==> config.mk <==
export PLATFORM = sky130hd
export DESIGN_NAME = uart_tx_periph
export DESIGN_NICKNAME = d
export VERILOG_FILES = /design/src/rtl/uart_pkg.sv /design/src/rtl/uart_tx_fifo.sv /design/src/rtl/uart_tx_periph.sv
export SDC_FILE = /design/constraint.sdc
export NUM_CORES = 1
export LEC_CHECK = 0
export ABC_AREA = 1
export ABC_CLOCK_PERIOD_IN_PS = 3550
export BUFFER_PORTS_ARGS = -buffer_cell sky130_fd_sc_hd__buf_2
export CORE_UTILIZATION = 49
export CTS_CLUSTER_SIZE = 24
export DETAILED_ROUTE_END_ITERATION = 7
export GPL_ROUTABILITY_DRIVEN = 0
export PLACE_DENSITY = 0.76
export RECOVER_POWER = 25
export SLEW_MARGIN = 10
export SYNTH_ARGS = -nofsm -noshare
export SYNTH_HDL_FRONTEND = slang
export SYNTH_HIERARCHICAL = 1
export SYNTH_SLANG_ARGS = --single-unit
==> constraint.sdc <==
create_clock -name clk -period 3.55 [get_ports clk]
set_input_delay 0.355 -clock clk [delete_from_list [all_inputs] [get_ports clk]]
set_output_delay 0.355 -clock clk [all_outputs]
set_load 0.02 [all_outputs]
==> src/rtl/uart_pkg.sv <==
// Shared definitions for the memory-mapped UART transmitter.
//   - register offsets within the 256-byte window
//   - STATUS bit positions
//   - transmit FSM state type
// Optional feature macro: UART_TX_PARITY_EN adds an even-parity bit after the data bits
// and widens the state type to 3 bits.
package uart_pkg;

    localparam logic [7:0] UART_REG_DATA   = 8'h00;
    localparam logic [7:0] UART_REG_STATUS = 8'h04;
    localparam logic [7:0] UART_REG_DIV    = 8'h08;

    localparam int unsigned STAT_FULL    = 0;
    localparam int unsigned STAT_EMPTY   = 1;
    localparam int unsigned STAT_BUSY    = 2;
    localparam int unsigned STAT_OVF     = 3;
    localparam int unsigned STAT_PARITY  = 4;
    localparam int unsigned STAT_CNT_LSB = 8;
    localparam int unsigned STAT_CNT_W   = 9;

`ifdef UART_TX_PARITY_EN
    localparam bit PARITY_EN = 1'b1;
    typedef enum logic [2:0] {
        StIdle, StStart, StData, StParity, StStop
    } uart_state_e;
`else
    localparam bit PARITY_EN = 1'b0;
    typedef enum logic [1:0] {
        StIdle, StStart, StData, StStop
    } uart_state_e;
`endif

    // A divisor of 0 would make the bit period undefined; it is stored as 1.
    function automatic logic [15:0] sanitize_div(input logic [15:0] d);
        return (d == 16'd0) ? 16'd1 : d;
    endfunction

endpackage

==> src/rtl/uart_tx_fifo.sv <==
// Synchronous FIFO holding bytes waiting for transmission.
// Ports:
//   clk, resetn        clock, asynchronous active-low reset
//   push, wdata        write request and data (ignored when full unless popping too)
//   pop                read request (ignored when empty)
//   rdata              head entry, valid while !empty
//   full, empty, cnt   occupancy flags and entry count (0..DEPTH)
// DEPTH must be a power of two between 2 and 256 so pointers wrap naturally.
module uart_tx_fifo #(
    parameter int unsigned DEPTH = 8,
    parameter int unsigned WIDTH = 8
) (
    input  logic                     clk,
    input  logic                     resetn,
    input  logic                     push,
    input  logic [WIDTH-1:0]         wdata,
    input  logic                     pop,
    output logic [WIDTH-1:0]         rdata,
    output logic                     full,
    output logic                     empty,
    output logic [$clog2(DEPTH):0]   cnt
);

    localparam int unsigned AW = $clog2(DEPTH);

    logic [WIDTH-1:0] mem_q [DEPTH];
    logic [AW-1:0]    wptr_q, rptr_q;
    logic [AW:0]      cnt_q;
    logic             do_push, do_pop;

    assign full    = (cnt_q == (AW + 1)'(DEPTH));
    assign empty   = (cnt_q == '0);
    assign do_pop  = pop && !empty;
    // A pop in the same cycle frees a slot, so a push into a full FIFO still succeeds.
    assign do_push = push && (!full || do_pop);
    assign rdata   = mem_q[rptr_q];
    assign cnt     = cnt_q;

    always_ff @(posedge clk or negedge resetn) begin
        if (!resetn) begin
            wptr_q <= '0;
            rptr_q <= '0;
            cnt_q  <= '0;
        end else begin
            if (do_push) wptr_q <= wptr_q + 1'b1;
            if (do_pop)  rptr_q <= rptr_q + 1'b1;
            case ({do_push, do_pop})
                2'b10:   cnt_q <= cnt_q + 1'b1;
                2'b01:   cnt_q <= cnt_q - 1'b1;
                default: cnt_q <= cnt_q;
            endcase
        end
    end

    always_ff @(posedge clk) begin
        if (do_push) mem_q[wptr_q] <= wdata;
    end

endmodule

==> src/rtl/uart_tx_periph.sv <==
// Memory-mapped 8N1 UART transmitter on the picorv32 native memory bus.
// Ports:
//   clk, resetn                        clock, asynchronous active-low reset
//   mem_valid/addr/wdata/wstrb         CPU bus request (wstrb == 0 is a read)
//   uart_sel                           combinational window hit
//   uart_ready                         one-cycle transaction-complete pulse
//   uart_rdata                         read data, zero outside the ready pulse
//   uart_tx                            serial line, idle high, LSB first
// Registers: 0x00 DATA (push byte), 0x04 STATUS, 0x08 DIV (clock cycles per bit).
// Optional feature macro: UART_TX_PARITY_EN inserts an even-parity bit before the stop bit.
module uart_tx_periph
    import uart_pkg::*;
#(
    parameter logic [31:0]  ADDR        = 32'h5000_0000,
    parameter int unsigned  FIFO_DEPTH  = 8,
    parameter logic [15:0]  DEFAULT_DIV = 16'd868
) (
    input  logic        clk,
    input  logic        resetn,
    input  logic        mem_valid,
    input  logic [31:0] mem_addr,
    input  logic [31:0] mem_wdata,
    input  logic [3:0]  mem_wstrb,
    output logic        uart_sel,
    output logic        uart_ready,
    output logic [31:0] uart_rdata,
    output logic        uart_tx
);

    localparam int unsigned CW = $clog2(FIFO_DEPTH) + 1;

    // Bus side
    logic        sel_q;
    logic        access, is_write;
    logic [7:0]  offset;
    logic        ready_q;
    logic [31:0] rdata_q, rd_val, status;
    logic        ovf_q;
    logic [15:0] div_q, div_new;
    logic        wr_data, wr_stat_clr, wr_div;
    logic        unused_wdata;

    // FIFO
    logic          push, pop;
    logic          fifo_full, fifo_empty;
    logic [7:0]    fifo_rdata;
    logic [CW-1:0] fifo_cnt;

    // Transmit FSM
    uart_state_e state_q, state_d;
    logic [15:0] bc_q, bc_d;
    logic [15:0] div_l_q, div_l_d;
    logic [2:0]  idx_q, idx_d;
    logic [7:0]  sr_q, sr_d;
    logic        tx_q, tx_d;
    logic        bit_done;

    assign uart_sel = mem_valid && (mem_addr[31:8] == ADDR[31:8]);
    // A transaction starts only on the first selected cycle; a master holding valid past
    // ready does not retrigger until sel has dropped for at least one cycle.
    assign access   = uart_sel && !sel_q;
    assign is_write = (mem_wstrb != 4'b0000);
    assign offset   = mem_addr[7:0];

    assign unused_wdata = ^mem_wdata[31:16];

    assign wr_data     = access && is_write && (offset == UART_REG_DATA) && mem_wstrb[0];
    assign wr_stat_clr = access && is_write && (offset == UART_REG_STATUS) && mem_wstrb[0]
                         && mem_wdata[3];
    assign wr_div      = access && is_write && (offset == UART_REG_DIV)
                         && (mem_wstrb[1:0] != 2'b00);
    assign div_new     = {mem_wstrb[1] ? mem_wdata[15:8] : div_q[15:8],
                          mem_wstrb[0] ? mem_wdata[7:0]  : div_q[7:0]};
    assign push        = wr_data;

    always_comb begin
        status                                = '0;
        status[STAT_FULL]                     = fifo_full;
        status[STAT_EMPTY]                    = fifo_empty;
        status[STAT_BUSY]                     = (state_q != StIdle);
        status[STAT_OVF]                      = ovf_q;
        status[STAT_PARITY]                   = PARITY_EN;
        status[STAT_CNT_LSB +: STAT_CNT_W]    = STAT_CNT_W'(fifo_cnt);
    end

    always_comb begin
        rd_val = '0;
        case (offset)
            UART_REG_STATUS: rd_val = status;
            UART_REG_DIV:    rd_val = {16'b0, div_q};
            default:         rd_val = '0;
        endcase
    end

    always_ff @(posedge clk or negedge resetn) begin
        if (!resetn) begin
            sel_q   <= 1'b0;
            ready_q <= 1'b0;
            rdata_q <= '0;
            ovf_q   <= 1'b0;
            div_q   <= sanitize_div(DEFAULT_DIV);
        end else begin
            sel_q   <= uart_sel;
            ready_q <= access;
            rdata_q <= (access && !is_write) ? rd_val : '0;
            // Drop only when no pop frees a slot this cycle.
            if (wr_data && fifo_full && !pop) begin
                ovf_q <= 1'b1;
            end else if (wr_stat_clr) begin
                ovf_q <= 1'b0;
            end
            if (wr_div) div_q <= sanitize_div(div_new);
        end
    end

    assign uart_ready = ready_q;
    assign uart_rdata = rdata_q;

    uart_tx_fifo #(
        .DEPTH (FIFO_DEPTH),
        .WIDTH (8)
    ) u_fifo (
        .clk    (clk),
        .resetn (resetn),
        .push   (push),
        .wdata  (mem_wdata[7:0]),
        .pop    (pop),
        .rdata  (fifo_rdata),
        .full   (fifo_full),
        .empty  (fifo_empty),
        .cnt    (fifo_cnt)
    );

    assign bit_done = (bc_q == 16'd0);

    always_comb begin
        state_d = state_q;
        bc_d    = bc_q;
        div_l_d = div_l_q;
        idx_d   = idx_q;
        sr_d    = sr_q;
        pop     = 1'b0;
        // Every non-idle state lasts div_l cycles: reload on expiry, else count down.
        if (state_q != StIdle) begin
            bc_d = bit_done ? (div_l_q - 16'd1) : (bc_q - 16'd1);
        end
        case (state_q)
            StIdle: begin
                if (!fifo_empty) begin
                    pop     = 1'b1;
                    sr_d    = fifo_rdata;
                    div_l_d = div_q;      // divisor frozen for the whole frame
                    bc_d    = div_q - 16'd1;
                    state_d = StStart;
                end
            end
            StStart: begin
                if (bit_done) begin
                    idx_d   = 3'd0;
                    state_d = StData;
                end
            end
            StData: begin
                if (bit_done) begin
                    idx_d = idx_q + 3'd1;
                    if (idx_q == 3'd7) begin
`ifdef UART_TX_PARITY_EN
                        state_d = StParity;
`else
                        state_d = StStop;
`endif
                    end
                end
            end
`ifdef UART_TX_PARITY_EN
            StParity: begin
                if (bit_done) state_d = StStop;
            end
`endif
            StStop: begin
                if (bit_done) state_d = StIdle;
            end
            default: state_d = StIdle;
        endcase

        // Line level is registered from the next state so uart_tx is glitch-free.
        case (state_d)
            StStart:  tx_d = 1'b0;
            StData:   tx_d = sr_d[idx_d];
`ifdef UART_TX_PARITY_EN
            StParity: tx_d = ^sr_d;
`endif
            default:  tx_d = 1'b1;
        endcase
    end

    always_ff @(posedge clk or negedge resetn) begin
        if (!resetn) begin
            state_q <= StIdle;
            bc_q    <= '0;
            div_l_q <= 16'd1;
            idx_q   <= '0;
            sr_q    <= '0;
            tx_q    <= 1'b1;
        end else begin
            state_q <= state_d;
            bc_q    <= bc_d;
            div_l_q <= div_l_d;
            idx_q   <= idx_d;
            sr_q    <= sr_d;
            tx_q    <= tx_d;
        end
    end

    assign uart_tx = tx_q;

endmodule
==> run_results.csv, run 1 <==
group,metric,value,unit
run_status,status,"complete, but fails checks",
run_status,violations,"capacitance limit, slew limit",
synthesis,ys_seq_area_frac,0.515,
grt,grt_pass1_vias,6263,
timing,rsz0062_at_grt,"no",
floorplanning,die_w,131,µm
layout,drive_above_1_share,0.154,
floorplanning,start_util,0.508,
floorplanning,rows,46,
setup_path,rr_worst_depth,11,
setup_path,reg2reg_from,"u_fifo/cnt[1]$_DFFE_PN0P_",
setup_path,required,3.69,ns
clock_network,clockRootBuffer,"clkbuf_16",
synthesis,syn_inst,947,
timing,setup_violations,0,
pwr,ir_worst_vdd,323,µV
floorplanning,dieArea,0.0172,mm²
flow_run,max_cap_violations,1,
floorplanning,coreArea,0.0161,mm²
synthesis,yosys.area.top_type_share,0.258,
setup_path,crit_fanout,7,
timing,slew_viol_final,76,
placed_design,io_buffers,73,
clock_network,post_cts_resized,0,
setup_path,r2r_end,"u_fifo/mem_q[1][2]$_DFFE_PP_",
detailed_routing,wl_per_cell,15.0,µm
clock_network,htreeDepth,4,
setup_path,critPathKind,"reg -> reg",
clock_network,cts.sinks,155,
timing,fmax,391,MHz
grt,grt_pass1_wl,30.8,mm
timing,min_period_over_period,0.720,
floorplanning,die_h,131,µm
pwr,p_leak,4.21,nW
grt,antenna_found_initial,0,
placed_design,dp_hpwl,13.1,mm
timing,setup-tns-final,0,ns
detailed_routing,drt_pass1_iterations,8,
worst_hold_path,whs_path_depth,4,
detailed_routing,wirelength,18.9,mm
timing,slew_headroom,-0.275,
clock_network,post_cts_buffers,0,
clock_network,cts.path.max_buffers,2,
clock_network,clock_latency,0.43,ns
synthesis,avgSynthCellArea,8.62,µm²
layout,final_core_util,0.575,
timing,hold_viol,0,
detailed_routing,viasPerCell,5.33,
layout,final-instance-count-excl-fill,1255,
detailed_routing,via_count,6695,
layout,fill_cells,1369,
synthesis,syn-cell-area,0.00816,mm²
synthesis,synth_area_leader_cell,"dfrtp_1",
setup_path,cp-end-kind,"flop",
timing,post-route-min-period,2.56,ns
detailed_routing,ant_nets,0,
placed_design,place_inst,1223,
synthesis,synth-seq-cells,155,
grt,grt_overflow,0,
floorplanning,ioPinCount,106,
clock_network,cts_made_buffers,17,
synthesis,synth_warnings,6,
worst_hold_path,hp-start,"mem_addr[8]",
grt,grt_use_total,0.237,
synthesis,ys.flop_type,"dfrtp_1",
timing,fin_skew,0.00765,ns
synthesis,async_flop_share,0.587,
synthesis,synth_cell_types,54,
layout,diodes,0,
worst_hold_path,hold_end,"sel_q$_DFF_PN0_",
clock_network,tritoncts,"built",
grt,grt_max_degree,76,
layout,area_growth,13.2,%
setup_path,worstPathArrival,2.70,ns
timing,worst_pin_slew,1.91,ns
detailed_routing,drc_errors,0,
setup_path,r2r_slack,0.99,ns
synthesis,synth_edf_count,64,
setup_path,cp-start-kind,"flop",
clock_network,path_clk_slew,0.06,ns
synthesis,synth_area_leaders,"dfrtp_1 26%, edfxtp_1 24%, nand2_1 11%",
pwr,cellPowerDensity,403,mW/mm²
layout,fin_nets,1111,
worst_hold_path,hold_class,"in -> reg",
detailed_routing,drt_iter0_markers,515,
clock_network,hold_buffers,0,
[area by class of cell]
class	instances	area, µm²	share of cell area
sequential	155	4210	0.456
multi-input combinational	667	3340	0.362
timing repair buffer	91	490	0.0531
clock buffer	19	433	0.0469
inverter	94	358	0.0387
tap	216	270	0.0293
clock inverter	13	134	0.0145
[per-layer routing]
metal	track usage	wire length (µm)	vias to the layer above
li1	-	-	3263
met1	0.326	8250	3130
met2	0.378	9030	270
met3	0.0438	1270	32
met4	0.0825	306	0
met5	0	0	-
[worst max path at each step]
stage / start / endpoint / cells after the start
floorplan: mem_addr[11] / u_fifo/cnt[3]$_DFFE_PN0P_ / 15
global placement: mem_addr[23] / u_fifo/cnt[3]$_DFFE_PN0P_ / 17
detailed placement: mem_addr[19] / u_fifo/cnt[3]$_DFFE_PN0P_ / 17
CTS: u_fifo/cnt[0]$_DFFE_PN0P_ / u_fifo/mem_q[1][2]$_DFFE_PP_ / 11
global route: u_fifo/rptr_q[1]$_DFFE_PN0N_ / uart_tx$_DFF_PN1_ / 13
finish: u_fifo/cnt[1]$_DFFE_PN0P_ / u_fifo/mem_q[1][2]$_DFFE_PP_ / 11
[critical path, stage by stage (launching register included)]
cell and delay, ns:
dfrtp_1 0.44, nor2_2 0.08, nand2_2 0.12, inv_1 0.07, inv_1 0.16, nand2_1 0.09, inv_1 0.17, nand2_4 0.11
nand2_2 0.11, nand2_4 0.08, nor3_1 0.56, buf_4 0.28
[synthesized netlist by cell type (2+ instances only)]
| cell | number |
|---|---|
| nor2_1 | 109 |
| nand4_1 | 14 |
| mux2i_1 | 8 |
| a21oi_1 | 19 |
| o21bai_1 | 3 |
| o31ai_1 | 2 |
| xor2_1 | 10 |
| nor2_2 | 6 |
| nor4_1 | 5 |
| o21ai_0 | 61 |
| nand3_2 | 2 |
| nor2_4 | 3 |
| nand2_4 | 3 |
| or2_2 | 2 |
| nand3b_1 | 8 |
| o22ai_1 | 15 |
| dfrtp_1 | 84 |
| buf_2 | 12 |
| nor3_1 | 16 |
| buf_4 | 20 |
| clkinv_1 | 2 |
| a31oi_1 | 4 |
| nand2_1 | 240 |
| o21ai_1 | 15 |
| buf_6 | 6 |
| edfxtp_1 | 64 |
| nand3_4 | 2 |
| dfstp_2 | 7 |
| and2_1 | 2 |
| clkbuf_1 | 6 |
| nand3_1 | 58 |
| inv_1 | 90 |
| a221oi_1 | 2 |
| a32oi_1 | 3 |
| nand2_2 | 10 |
| ha_1 | 13 |
| o21ai_2 | 4 |
[power by group]
part           switching, mW  internal [mW]  total (mW)
clock                  0.766          0.984        1.75
combinational         0.0775         0.0295       0.107
sequential     0.00000000465           1.87        1.87
total                  0.843           2.88        3.73
[registers in the layout (all words and copies together), names as in the netlist]
signal         count
sel_q              1
div_q             16
uart_rdata        16
u_fifo/wptr_q      3
state_q            2
ovf_q              1
u_fifo/rptr_q      3
uart_ready         1
sr_q               8
bc_q              16
u_fifo/mem_q      64
uart_tx            1
div_l_q           16
idx_q              3
u_fifo/cnt         4
[cell usage in the layout, fill, tap and decap left out, types with 3 or more instances in the layout]
cell type    n
nand2_1    240
nor2_1     109
inv_1       90
dfrtp_1     84
buf_2       64
edfxtp_1    64
o21ai_0     61
nand3_1     58
a21oi_1     19
buf_4       18
clkbuf_16   17
nor3_1      16
conb_1      16
o22ai_1     15
o21ai_1     15
nand4_1     14
ha_1        13
nand2_2     10
xor2_1      10
clkbuf_1    10
nand3b_1     8
mux2i_1      8
dfstp_2      7
nor2_2       6
nor4_1       5
inv_6        5
o21ai_2      4
a31oi_1      4
nor2_4       3
clkinv_4     3
nand2_4      3
o21bai_1     3
a32oi_1      3
[metrics by stage]
step                      total power, mW  hold slack, ns  setup WS [ns]  cell area [µm²]
after global routing                 3.84           0.216          0.828             9240
after CTS                            3.75           0.119           1.02             9250
after global placement               2.01           0.462          0.849             8680
after floorplan                      1.96          0.0594          0.688             8220
after detailed placement             2.01           0.468          0.779             8680
final                                3.73           0.191          0.995             9240
[cell families (layout without fill, tap and decap cells)]
logic type | count (synthesis) | in the layout | synth area share
and+or+nand+nor | 483 | 483 | 0.264
DFF | 155 | 155 | 0.515
buffers and inverters | 140 | 217 | 0.0817
AOI/OAI and AO/OA | 134 | 134 | 0.0932
adders and majority gates | 14 | 14 | 0.0224
xor gates and xnor gates | 11 | 11 | 0.0118
muxes | 9 | 9 | 0.0112
other | 1 | 16 | 0.000459
(Power assumes the default switching activity.)
==> run 2: changes to the inputs <==
--- a/config.mk
+++ b/config.mk
@@ -5,14 +5,14 @@
 export SDC_FILE = /design/constraint.sdc
 export NUM_CORES = 1
 export LEC_CHECK = 0
-export ABC_AREA = 1
-export ABC_CLOCK_PERIOD_IN_PS = 3550
+export ABC_AREA = 0
+export ABC_CLOCK_PERIOD_IN_PS = 2400
 export BUFFER_PORTS_ARGS = -buffer_cell sky130_fd_sc_hd__buf_2
 export CORE_UTILIZATION = 49
 export CTS_CLUSTER_SIZE = 24
 export DETAILED_ROUTE_END_ITERATION = 7
 export GPL_ROUTABILITY_DRIVEN = 0
-export PLACE_DENSITY = 0.76
+export PLACE_DENSITY = 0.77
 export RECOVER_POWER = 25
 export SLEW_MARGIN = 10
 export SYNTH_ARGS = -nofsm -noshare
==> constraint.sdc (replaced) <==
create_clock -name clk -period 2.4 [get_ports clk]
set_input_delay 0.24 -clock clk [delete_from_list [all_inputs] [get_ports clk]]
set_output_delay 0.24 -clock clk [all_outputs]
set_load 0.02 [all_outputs]
==> run_results.csv, run 2 <==
group,metric,value,unit
run_status,status,"complete, but fails checks",
run_status,violations,"setup timing",
timing,hold_viol,0,
layout,diodes,0,
clock_network,cts.sinks,155,
setup_path,crit_fanout,3,
layout,design_area,0.00986,mm²
floorplanning,dieArea,0.0166,mm²
pwr,cellPowerDensity,878,mW/mm²
synthesis,yosys.area_share.simple,0.150,
worst_hold_path,whs_path_depth,2,
synthesis,syn_inst,673,
timing,slew_viol_final,0,
synthesis,synth_top_family_by_area,"simple AND/OR/NAND/NOR gates",
layout,final_common_cell,"dfrtp_1",
synthesis,synth_fa_ha_area_frac,0.0231,
synthesis,syn-cell-area,0.00790,mm²
layout,drive_above_1_share,0.334,
synthesis,synth_edf_count,64,
detailed_routing,m1WireLength,8.00,mm
pwr,ir_worst_vdd,647,µV
pwr,power_frac_seq,0.334,
detailed_routing,routed-wl-met3,1.02,mm
pwr,clkPwrFrac,0.323,
detailed_routing,ant_nets,0,
grt,grt_overflow,0,
grt,grt_pass1_vias,6039,
layout,largest-register,"u_fifo/mem_q",
layout,area_growth,24.9,%
grt,grt_pass1_wl,30.9,mm
clock_network,cts_made_buffers,17,
placed_design,pre_cts_ws,-0.234,ns
timing,setup_ws,-0.225,ns
floorplanning,start_util,0.499,
clock_network,cts.path.max_buffers,2,
worst_hold_path,hold_class,"in -> reg",
floorplanning,ioPinCount,106,
setup_path,rr_worst_depth,11,
pwr,swShare,0.320,
placed_design,place_inst,1004,
placed_design,place_area,0.00901,mm²
synthesis,synth_area_leader_cell,"dfrtp_1",
setup_path,critPathKind,"reg -> reg",
timing,slew_headroom,0.140,
setup_path,worstPathArrival,2.94,ns
timing,setup-tns-final,-0.490,ns
detailed_routing,top_layer_used,"met4",
grt,grt_use_total,0.247,
setup_path,cp-start-kind,"flop",
layout,final_core_util,0.623,
synthesis,synth_common_cells,"84 x dfrtp_1, 81 x nand2_1, 64 x edfxtp_1",
pwr,combPwrFrac,0.343,
placed_design,io_buffers,73,
timing,post-route-min-period,2.62,ns
pwr,p_leak,4.30,nW
detailed_routing,wl_met2,10.4,mm
synthesis,async_flop_share,0.587,
timing,setup_violations,6,
grt,grt_max_degree,50,
floorplanning,die_h,129,µm
detailed_routing,viasPerCell,5.77,
synthesis,synth_area_leaders,"dfrtp_1 27%, edfxtp_1 24%, mux2_2 3.9%",
timing,fmax,381,MHz
synthesis,synth-seq-cells,155,
floorplanning,rows,46,
clock_network,path_clk_slew,0.06,ns
timing,min_period_over_period,1.09,
synthesis,synth_warnings,6,
setup_path,cp-end-kind,"flop",
synthesis,synthMuxAreaShare,0.116,
clock_network,htreeDepth,4,
clock_network,clockRootBuffer,"clkbuf_16",
synthesis,ys_seq_area_frac,0.533,
setup_path,required,2.72,ns
timing,fin_skew,0.00725,ns
synthesis,yosys.area.top_type_share,0.266,
synthesis,synth_compound_area_frac,0.105,
detailed_routing,via_count,6032,
timing,rsz0062_at_grt,"yes",
synthesis,avgSynthCellArea,11.7,µm²
timing,worst_pin_slew,1.29,ns
grt,antenna_found_initial,0,
placed_design,dp_hpwl,13.8,mm
layout,fin_nets,902,
synthesis,synth_xor_area_frac,0.0288,
detailed_routing,drt_iter0_markers,483,
layout,largest_register_ff_count,64,
clock_network,tritoncts,"built",
pwr,power.switching,2.77,mW
pwr,p_int,5.89,mW
floorplanning,die_w,129,µm
detailed_routing,wl_per_cell,19.0,µm
flow_run,max_cap_violations,0,
detailed_routing,drt_pass1_iterations,7,
detailed_routing,wirelength,19.9,mm
synthesis,synth_cell_types,83,
clock_network,clock_latency,0.43,ns
synthesis,ys.flop_type,"dfrtp_1",
synthesis,yosysMostFrequentCell,"dfrtp_1",
layout,fill_cells,1159,
layout,final-instance-count-excl-fill,1046,
floorplanning,coreArea,0.0158,mm²
detailed_routing,drc_errors,0,
layout,final_cell_mix,"84 x dfrtp_1, 80 x nand2_1, 74 x buf_4, 64 x buf_2, 64 x edfxtp_1",
[run 2: changes by cell type after synthesis, moves of 11 or more]
cell	before	now
o22ai_1	15	0
nand3_1	58	15
nand4_1	14	2
clkbuf_1	6	18
nand2_1	240	81
nor2_1	109	59
o21ai_0	61	11
xnor2_1	1	15
o21ai_1	15	4
inv_1	90	18
mux2_2	1	27
[run 2: logic make-up (layout without fill, tap and decap cells)]
logic type | after synthesis | count (layout)
AND/OR/NAND/NOR | 238 | 238
flip-flops | 155 | 155
AO/OA/AOI/OAI | 112 | 112
buffers and inverters | 64 | 206
multiplexers | 63 | 63
XOR/XNOR | 26 | 26
adder cells (fa/ha/maj) | 14 | 14
other | 1 | 16
[run 2: final cells by class]
cell class	instances	area, µm²	share of cell area
Clock buffer	17	425	0.0431
Sequential cell	155	4210	0.427
Inverter	21	86.3	0.00875
Tap cell	216	270	0.0274
Timing Repair Buffer	153	1020	0.104
Clock inverter	15	186	0.0189
Multi-Input combinational cell	469	3660	0.372
[run 2: repair_timing]
item / in CTS / in global routing
pin swaps: 10 / 6
setup endpoints to repair: 44 / 45
hold buffers: 1 / 0
gates resized for setup: 12 / 16
hold endpoints to repair: 47 / 0
buffers inserted: 3 / 7
[run 2: power groups by stage]
stage | clock network, mW | logic [mW] | registers [mW]
CTS | 2.83 | 2.77 | 2.90
global placement | 0 | 2.57 | 2.94
finish | 2.80 | 2.97 | 2.90
detailed placement | 0 | 2.68 | 2.95
floorplan | 0 | 1.90 | 2.97
global route | 2.95 | 3.20 | 2.90
[run 2: worst paths after layout]
| path | startpoint | endpoint | slack, ns |
|---|---|---|---|
| max in group asynchronous | resetn | div_q[5]$_DFFE_PN1P_ | 0.86 |
| min | mem_wdata[14] | div_q[14]$_DFFE_PN0P_ | 0.06 |
| max reg2reg | bc_q[1]$_DFF_PN0_ | uart_tx$_DFF_PN1_ | -0.22 |
| min in group asynchronous | resetn | div_l_q[8]$_DFFE_PN0P_ | 0.63 |
| max | bc_q[1]$_DFF_PN0_ | uart_tx$_DFF_PN1_ | -0.22 |
| min reg2reg | sr_q[2]$_DFF_PN0_ | sr_q[2]$_DFF_PN0_ | 0.48 |
[run 2: critical path, cell delays in order, from the launching register on]
cell and delay [ns]:
dfrtp_1 0.42, nor4_4 0.32, nand3_2 0.18, nor2_8 0.14
inv_4 0.04, ha_4 0.19, nand2b_4 0.14, a311oi_1 0.43
a211oi_4 0.07, o221ai_2 0.20, a2111oi_2 0.10, a221oi_1 0.28
[run 2: through the flow]
step | hold slack, ns | total power, mW
finish | 0.0635 | 8.66
global route | 0.0543 | 9.05
CTS | 0.0445 | 8.49
detailed placement | 0.316 | 5.62
global placement | 0.304 | 5.51
floorplan | -0.0556 | 4.87
[run 2: layer usage]
layer,vias up,global-route usage
li1,2741,-
met1,2992,0.309
met2,252,0.412
met3,47,0.0536
met4,0,0.112
met5,-,0
